$ cat src/rtl/vga_in_capture.sv
// vga_in_capture: rebuilds the 24-bit pixel stream from DDR-captured halves,
// normalises sync polarity, measures active geometry and tracks timing lock.
module vga_in_capture #(
    parameter int CNT_BITS       = 12,
    parameter int LOCK_FRAMES    = 2,
    parameter int TIMEOUT_CYCLES = 4000000
) (
    input  logic                clk,
    input  logic                rst,
    input  logic [11:0]         vin_data_h,
    input  logic [11:0]         vin_data_l,
    input  logic                vin_hs,
    input  logic                vin_vs,
    input  logic                vin_de,
    output logic [23:0]         vid_rgb,
    output logic                vid_hs,
    output logic                vid_vs,
    output logic                vid_de,
    output logic                hs_pol,
    output logic                vs_pol,
    output logic [CNT_BITS-1:0] active_width,
    output logic [CNT_BITS-1:0] active_height,
    output logic                locked
);

    localparam int LB = $clog2(LOCK_FRAMES + 1);
    localparam int WB = $clog2(TIMEOUT_CYCLES + 1);
    localparam logic [CNT_BITS-1:0] CNT_MAX  = '1;
    localparam logic [LB-1:0]       LOCK_MAX = LB'(LOCK_FRAMES);
    localparam logic [WB-1:0]       WD_MAX   = WB'(TIMEOUT_CYCLES);

    // stage 1
    logic [11:0] h1_q, h1_d, l1_q, l1_d;
    logic        hs1_q, hs1_d, vs1_q, vs1_d, de1_q, de1_d;
    // stage 2 / outputs
    logic [23:0] rgb_q, rgb_d;
    logic        hs2_q, hs2_d, vs2_q, vs2_d, de2_q, de2_d;
    logic        hs_pol_q, hs_pol_d, vs_pol_q, vs_pol_d;
    // measurement
    logic                vsn_prev_q, vsn_prev_d;
    logic [CNT_BITS-1:0] pix_cnt_q, pix_cnt_d;
    logic [CNT_BITS-1:0] line_cnt_q, line_cnt_d;
    logic [CNT_BITS-1:0] ref_w_q, ref_w_d;
    logic                frame_bad_q, frame_bad_d;
    logic [CNT_BITS-1:0] prev_w_q, prev_w_d, prev_h_q, prev_h_d;
    logic [CNT_BITS-1:0] act_w_q, act_w_d, act_h_q, act_h_d;
    logic [LB-1:0]       lock_cnt_q, lock_cnt_d;
    logic                locked_q, locked_d;
    logic                sync_seen_q, sync_seen_d;
    logic [WB-1:0]       wd_cnt_q, wd_cnt_d;

    // intermediates: line update applied before frame evaluation
    logic                vsn, boundary, de_fall, valid, match;
    logic [CNT_BITS-1:0] lc_n, rw_n;
    logic                bad_n;

    // Two-stage datapath and polarity learning from the level seen during DE.
    always_comb begin
        h1_d     = vin_data_h;
        l1_d     = vin_data_l;
        hs1_d    = vin_hs;
        vs1_d    = vin_vs;
        de1_d    = vin_de;
        rgb_d    = {l1_q, h1_q};
        de2_d    = de1_q;
        hs2_d    = hs1_q ^ ~hs_pol_q;
        vs2_d    = vs1_q ^ ~vs_pol_q;
        hs_pol_d = hs_pol_q;
        vs_pol_d = vs_pol_q;
        if (de1_q) begin
            hs_pol_d = ~hs1_q;
            vs_pol_d = ~vs1_q;
        end
    end

    // Line/frame measurement, lock tracking and VS watchdog.
    always_comb begin
        vsn      = vs1_q ^ ~vs_pol_q;
        boundary = vsn & ~vsn_prev_q;
        de_fall  = de2_q & ~de1_q;   // de2_q is last cycle's de1

        vsn_prev_d = vsn;
        pix_cnt_d  = '0;
        if (de1_q)
            pix_cnt_d = (pix_cnt_q == CNT_MAX) ? CNT_MAX : pix_cnt_q + 1'b1;

        lc_n  = line_cnt_q;
        rw_n  = ref_w_q;
        bad_n = frame_bad_q;
        if (de_fall) begin
            if (line_cnt_q == '0)
                rw_n = pix_cnt_q;
            else if (pix_cnt_q != ref_w_q)
                bad_n = 1'b1;
            lc_n = (line_cnt_q == CNT_MAX) ? CNT_MAX : line_cnt_q + 1'b1;
        end

        // a frame only counts if it started at a boundary seen since reset
        valid = sync_seen_q && (lc_n != '0) && (rw_n != '0) && !bad_n;
        match = (rw_n == prev_w_q) && (lc_n == prev_h_q);

        line_cnt_d  = lc_n;
        ref_w_d     = rw_n;
        frame_bad_d = bad_n;
        prev_w_d    = prev_w_q;
        prev_h_d    = prev_h_q;
        act_w_d     = act_w_q;
        act_h_d     = act_h_q;
        lock_cnt_d  = lock_cnt_q;
        sync_seen_d = sync_seen_q;

        if (boundary) begin
            sync_seen_d = 1'b1;
            if (valid) begin
                act_w_d  = rw_n;
                act_h_d  = lc_n;
                prev_w_d = rw_n;
                prev_h_d = lc_n;
                if (match)
                    lock_cnt_d = (lock_cnt_q == LOCK_MAX) ? LOCK_MAX : lock_cnt_q + 1'b1;
                else
                    lock_cnt_d = LB'(1);
            end else begin
                lock_cnt_d = '0;
            end
            line_cnt_d  = '0;
            ref_w_d     = '0;
            frame_bad_d = 1'b0;
        end

        if (boundary)
            wd_cnt_d = '0;
        else
            wd_cnt_d = (wd_cnt_q == WD_MAX) ? WD_MAX : wd_cnt_q + 1'b1;
        if (wd_cnt_d == WD_MAX)
            lock_cnt_d = '0;

        locked_d = (lock_cnt_d == LOCK_MAX);
    end

    // State registers with synchronous reset.
    always_ff @(posedge clk) begin
        if (rst) begin
            h1_q <= '0; l1_q <= '0; hs1_q <= 1'b0; vs1_q <= 1'b0; de1_q <= 1'b0;
            rgb_q <= '0; hs2_q <= 1'b0; vs2_q <= 1'b0; de2_q <= 1'b0;
            hs_pol_q <= 1'b0; vs_pol_q <= 1'b0;
            vsn_prev_q  <= 1'b1;  // suppress a false edge from cleared stage-1 regs
            pix_cnt_q   <= '0; line_cnt_q <= '0; ref_w_q <= '0; frame_bad_q <= 1'b0;
            prev_w_q    <= '0; prev_h_q <= '0; act_w_q <= '0; act_h_q <= '0;
            lock_cnt_q  <= '0; locked_q <= 1'b0; sync_seen_q <= 1'b0; wd_cnt_q <= '0;
        end else begin
            h1_q <= h1_d; l1_q <= l1_d; hs1_q <= hs1_d; vs1_q <= vs1_d; de1_q <= de1_d;
            rgb_q <= rgb_d; hs2_q <= hs2_d; vs2_q <= vs2_d; de2_q <= de2_d;
            hs_pol_q <= hs_pol_d; vs_pol_q <= vs_pol_d;
            vsn_prev_q  <= vsn_prev_d;
            pix_cnt_q   <= pix_cnt_d; line_cnt_q <= line_cnt_d; ref_w_q <= ref_w_d;
            frame_bad_q <= frame_bad_d;
            prev_w_q    <= prev_w_d; prev_h_q <= prev_h_d; act_w_q <= act_w_d; act_h_q <= act_h_d;
            lock_cnt_q  <= lock_cnt_d; locked_q <= locked_d; sync_seen_q <= sync_seen_d;
            wd_cnt_q    <= wd_cnt_d;
        end
    end

    assign vid_rgb       = rgb_q;
    assign vid_hs        = hs2_q;
    assign vid_vs        = vs2_q;
    assign vid_de        = de2_q;
    assign hs_pol        = hs_pol_q;
    assign vs_pol        = vs_pol_q;
    assign active_width  = act_w_q;
    assign active_height = act_h_q;
    assign locked        = locked_q;

endmodule
$ cat config.mk
export PLATFORM = sky130hd
export DESIGN_NAME = vga_in_capture
export DESIGN_NICKNAME = d
export VERILOG_FILES = /design/src/rtl/vga_in_capture.sv
export SDC_FILE = /design/constraint.sdc
export NUM_CORES = 1
export LEC_CHECK = 0
export BUFFER_PORTS_ARGS = -buffer_cell sky130_fd_sc_hd__buf_2
export CAP_MARGIN = 10
export CORE_UTILIZATION = 40
export DETAILED_ROUTE_END_ITERATION = 7
export GPL_ROUTABILITY_DRIVEN = 1
export HOLD_SLACK_MARGIN = 0.12
export PLACE_DENSITY = 0.64
export SLEW_MARGIN = 0
export SYNTH_ARGS = -nofsm -noshare
export SYNTH_HDL_FRONTEND = slang
export SYNTH_SLANG_ARGS = --single-unit
$ cat constraint.sdc
create_clock -name clk -period 6.7 [get_ports clk]
set_clock_uncertainty 0.15 [all_clocks]
set_input_delay 0.67 -clock clk [delete_from_list [all_inputs] [get_ports clk]]
set_output_delay 0.67 -clock clk [all_outputs]
set_load 0.1 [all_outputs]
==> key figures <==
Outcome
  • Outcome: finished, final reports clean

CTS
  • H-tree Lvls: 4
  • Root Buffer: clkbuf_16
  • CTS tree: built
  • Postcts setup bufs: 0
  • Total CTS buffers: 17
  • # hold bufs at CTS: 0
  • Quantity of gates resized following cts: 0
  • Skew-Pair Late Insertion Delay: between 400 and 500 ps
  • Clock Path Buffers: 2
  • CTS sink cnt: approximately 140
  • Reg clk slew, reported paths: approximately 80 ps

Drt
  • DR WL/cell: about 16 um
  • First-pass DRT Iterations: 7
  • Final wirelength: approximately 16 mm
  • DRC viols: 0
  • Vias/cell: roughly 5.4
  • DR vias: 5601
  • ANT nets after route: 0
  • Initial DRC count: just under 500

Setup path
  • Critical path class: reg -> reg
  • Worst Setup EP: locked
  • Delay-heaviest family, CP: simple AND/OR/NAND/NOR gates
  • Worst Setup End Kind: flip-flop
  • CP Data Required Time: slightly below 7000 ps
  • Critical Path AT: 3800 ps
  • Buf+Inv Stages, Crit Path: 0
  • CP Launch Type: flip-flop
  • CP Cell Sequence: ha_1 -> nand4b_2 -> nor3_4 -> nand3_1 -> mux2i_1 -> nand3_1 -> o21ai_4 -> o22ai_1 -> and4_1
  • CP max-delay cell: o21ai_4
  • Most used cell, CP: nand3_1
  • Slack of the worst reg-to-reg path: slightly above 3000 ps
  • Stages on the worst setup path: 9
  • CP Launch Point: line_cnt_q[1]
  • Max incr delay on CP: 910 ps
  • R2R Path End: locked
  • Maximum fanout along the worst path: 40
  • R2R depth: 9
  • R2r startpoint: line_cnt_q[1]

Final layout
  • Layout Nets: 849
  • Multi-input gate area: around 3400 um^2
  • Most common cell after layout, fill and taps aside: dfxtp_1
  • Layout area overhead: 17.5%
  • # fillers: approximately 1500
  • Fraction of layout cells with a size suffix above 1: between 15 and 20%
  • Most frequent cells in the layout: dfxtp_1, buf_2, nor2_1
  • Register Area: around 2900 um^2
  • Diode count: 0
  • Fin area: about 7700 um^2

Floorplanning
  • Die height: 130 um
  • Die ar.: about 17000 um^2
  • Effective utilization at floorplan: between 40 and 50%
  • Core box area: between 15000 and 20000 um^2
  • Floorplan row count: between 40 and 50
  • Boundary Pins: slightly above 80
  • Chip width: roughly 130 um

Placement
  • IO Port Bufs: 82
  • Post-placement cell area: roughly 7000 um^2
  • Gp weighted congestion: between 0.9 and 1
  • Final HPWL DP: about 12 mm

Power
  • Leak: 3.22 nW
  • PD cells: 257 nW/um^2
  • Peak VDD IR: approximately 0.00018 V

Timing
  • Pins Over Slew Limit: 0
  • Worst-Margin Slew: roughly 1100 ps
  • RSZ-0062 raised after global routing: false
  • Setup TNS: 0 ps
  • Final hold violations: 0
  • Crit share post-route: between 50% and 60%
  • Crit path time final: between 3000 and 4000 ps
  • Slew headroom: between 20% and 30%
  • Final setup violating endpoints: 0
  • Fmax: approximately 280 MHz
  • Smallest hold slack: 286 ps

Worst hold path
  • Min-Delay Path Class: in -> reg

Global routing
  • Global-route wire length before repair: 26.2 mm
  • Gr usage total: between 20% and 30%
  • Vias in the first global route: 5069
  • Largest net degree at the start of global routing: 85
  • Initial antenna violation count: 0
  • Grt ovf: 0

Yosys
  • Warning count from the yosys run: 0
  • Top FF cell, synth: dfxtp_1
  • Syn Nets: around 800
  • Mapped Area: about 6600 um^2
  • Cells after Synth: 750
  • Post-synth EDFFs: 0
  • Sequential-to-total area share from yosys stat: 43.8%
  • Yosys cell types: 65
  • Syn avg cell area: ~8.8 um^2
  • Async SR Flop Fraction: 0%
  • Flops & latches, synth: ~140

Run
  • Max-cap violations: 0
[Yosys cell counts, types with 4 or more instances]
library cell    n  share of area [%]
nand4_1        15                1.4
and2_1          5               0.48
o211ai_1        5               0.57
ha_1            6                1.1
mux2i_1        18                2.7
or2_0           4               0.38
nor3b_1         5               0.57
clkbuf_1       21                1.2
inv_1          32                1.8
nand3_1        29                2.2
a211oi_1       10                1.1
buf_2          10               0.76
nor2_1         79                4.5
nand2_1        43                2.5
or3_1           5               0.48
a2111oi_0       4               0.53
or2_2           7               0.67
o22ai_1        11                1.0
nand2b_1        9               0.86
nor3_1         10               0.76
nor2b_1        69                6.6
xnor2_1        31                4.1
a31oi_1         4               0.38
nor4_1         19                1.8
xor2_1         29                3.9
o21ai_0        14                1.1
dfxtp_1       144                 44
and3_1         10               0.95
and4_1          7               0.93
a21oi_1        33                2.5
or4_1           4               0.46
[worst reg2reg max path, delay by kind of cell, from the launching register on]
family / cells / cell delay [ps]
DFF: 1 / 440
muxes: 1 / 400
and+or+nand+nor: 5 / 1140
adders and majority gates: 1 / 290
AOI/OAI and AO/OA: 2 / 1100
[registers in the layout, summed over array words and instances (netlist names), 2 cells and up]
| signal | count |
|---|---|
| vid_rgb | 24 |
| active_height | 12 |
| line_cnt_q | 12 |
| wd_cnt_q | 22 |
| pix_cnt_q | 12 |
| ref_w_q | 12 |
| l1_q | 12 |
| h1_q | 12 |
| lock_cnt_q | 2 |
| active_width | 12 |
[worst min-delay path by stage]
| stage | start | to | slack [ps] | depth (start not counted) |
|---|---|---|---|---|
| 2_1_floorplan | h1_q[0] | vid_rgb[0] | 260 | 1 |
| 3_3_place_gp | h1_q[1] | vid_rgb[1] | 260 | 1 |
| 3_5_place_dp | h1_q[9] | vid_rgb[9] | 270 | 1 |
| 4_1_cts | vin_data_h[5] | h1_q[5] | 270 | 2 |
| 5_1_grt | vin_data_l[0] | l1_q[0] | 280 | 2 |
| 6_report | vin_data_h[5] | h1_q[5] | 290 | 2 |
[power breakdown]
part / switching [mW] / internal [mW] / total, mW
Clock: 0.454 / 0.512 / 0.966
Sequential: 0.00987 / 0.876 / 0.885
Combinational: 0.102 / 0.0333 / 0.135
[logic make-up after synthesis]
| kind of cell | count (synthesis) | synth area share, % |
|---|---|---|
| AND/OR/NAND/NOR | 336 | 28.0 |
| flip-flops | 144 | 43.8 |
| AO/OA/AOI/OAI | 114 | 11.6 |
| buffers and inverters | 72 | 4.70 |
| XOR/XNOR | 60 | 7.99 |
| multiplexers | 18 | 2.74 |
| adder cells (fa/ha/maj) | 6 | 1.14 |
[per-layer routing]
metal / wire length [um] / vias up / GRT usage [%] / share of wire (%)
li1: - / 2743 / - / -
met1: 7390 / 2611 / 25.6 / 45
met2: 7380 / 210 / 31.9 / 45
met3: 1040 / 37 / 5.21 / 6.3
met4: 596 / 0 / 10.9 / 3.6
met5: 0 / - / 0 / 0
[area by class of cell]
type,count,area share (%)
Multi-Input combinational cell,534,43.9
Timing Repair Buffer,84,5.51
Inverter,33,1.60
Tap cell,216,3.50
Clock buffer,17,5.51
Clock inverter,15,2.64
Sequential cell,144,37.3
[through the flow]
stage | cells | util, % | power (mW) | setup slack (ps)
6_report | 1043 | 48.5 | 1.99 | 3080
5_1_grt | 1043 | 48.5 | 2.05 | 2810
4_1_cts | 1043 | 48.5 | 2.01 | 3110
3_5_place_dp | 1011 | 44.5 | 1.04 | 3140
3_3_place_gp | 1011 | 44.5 | 1.04 | 3150
2_1_floorplan | 750 | - | 1.01 | 3370
No activity file was read; power rests on OpenSTA's default activity.
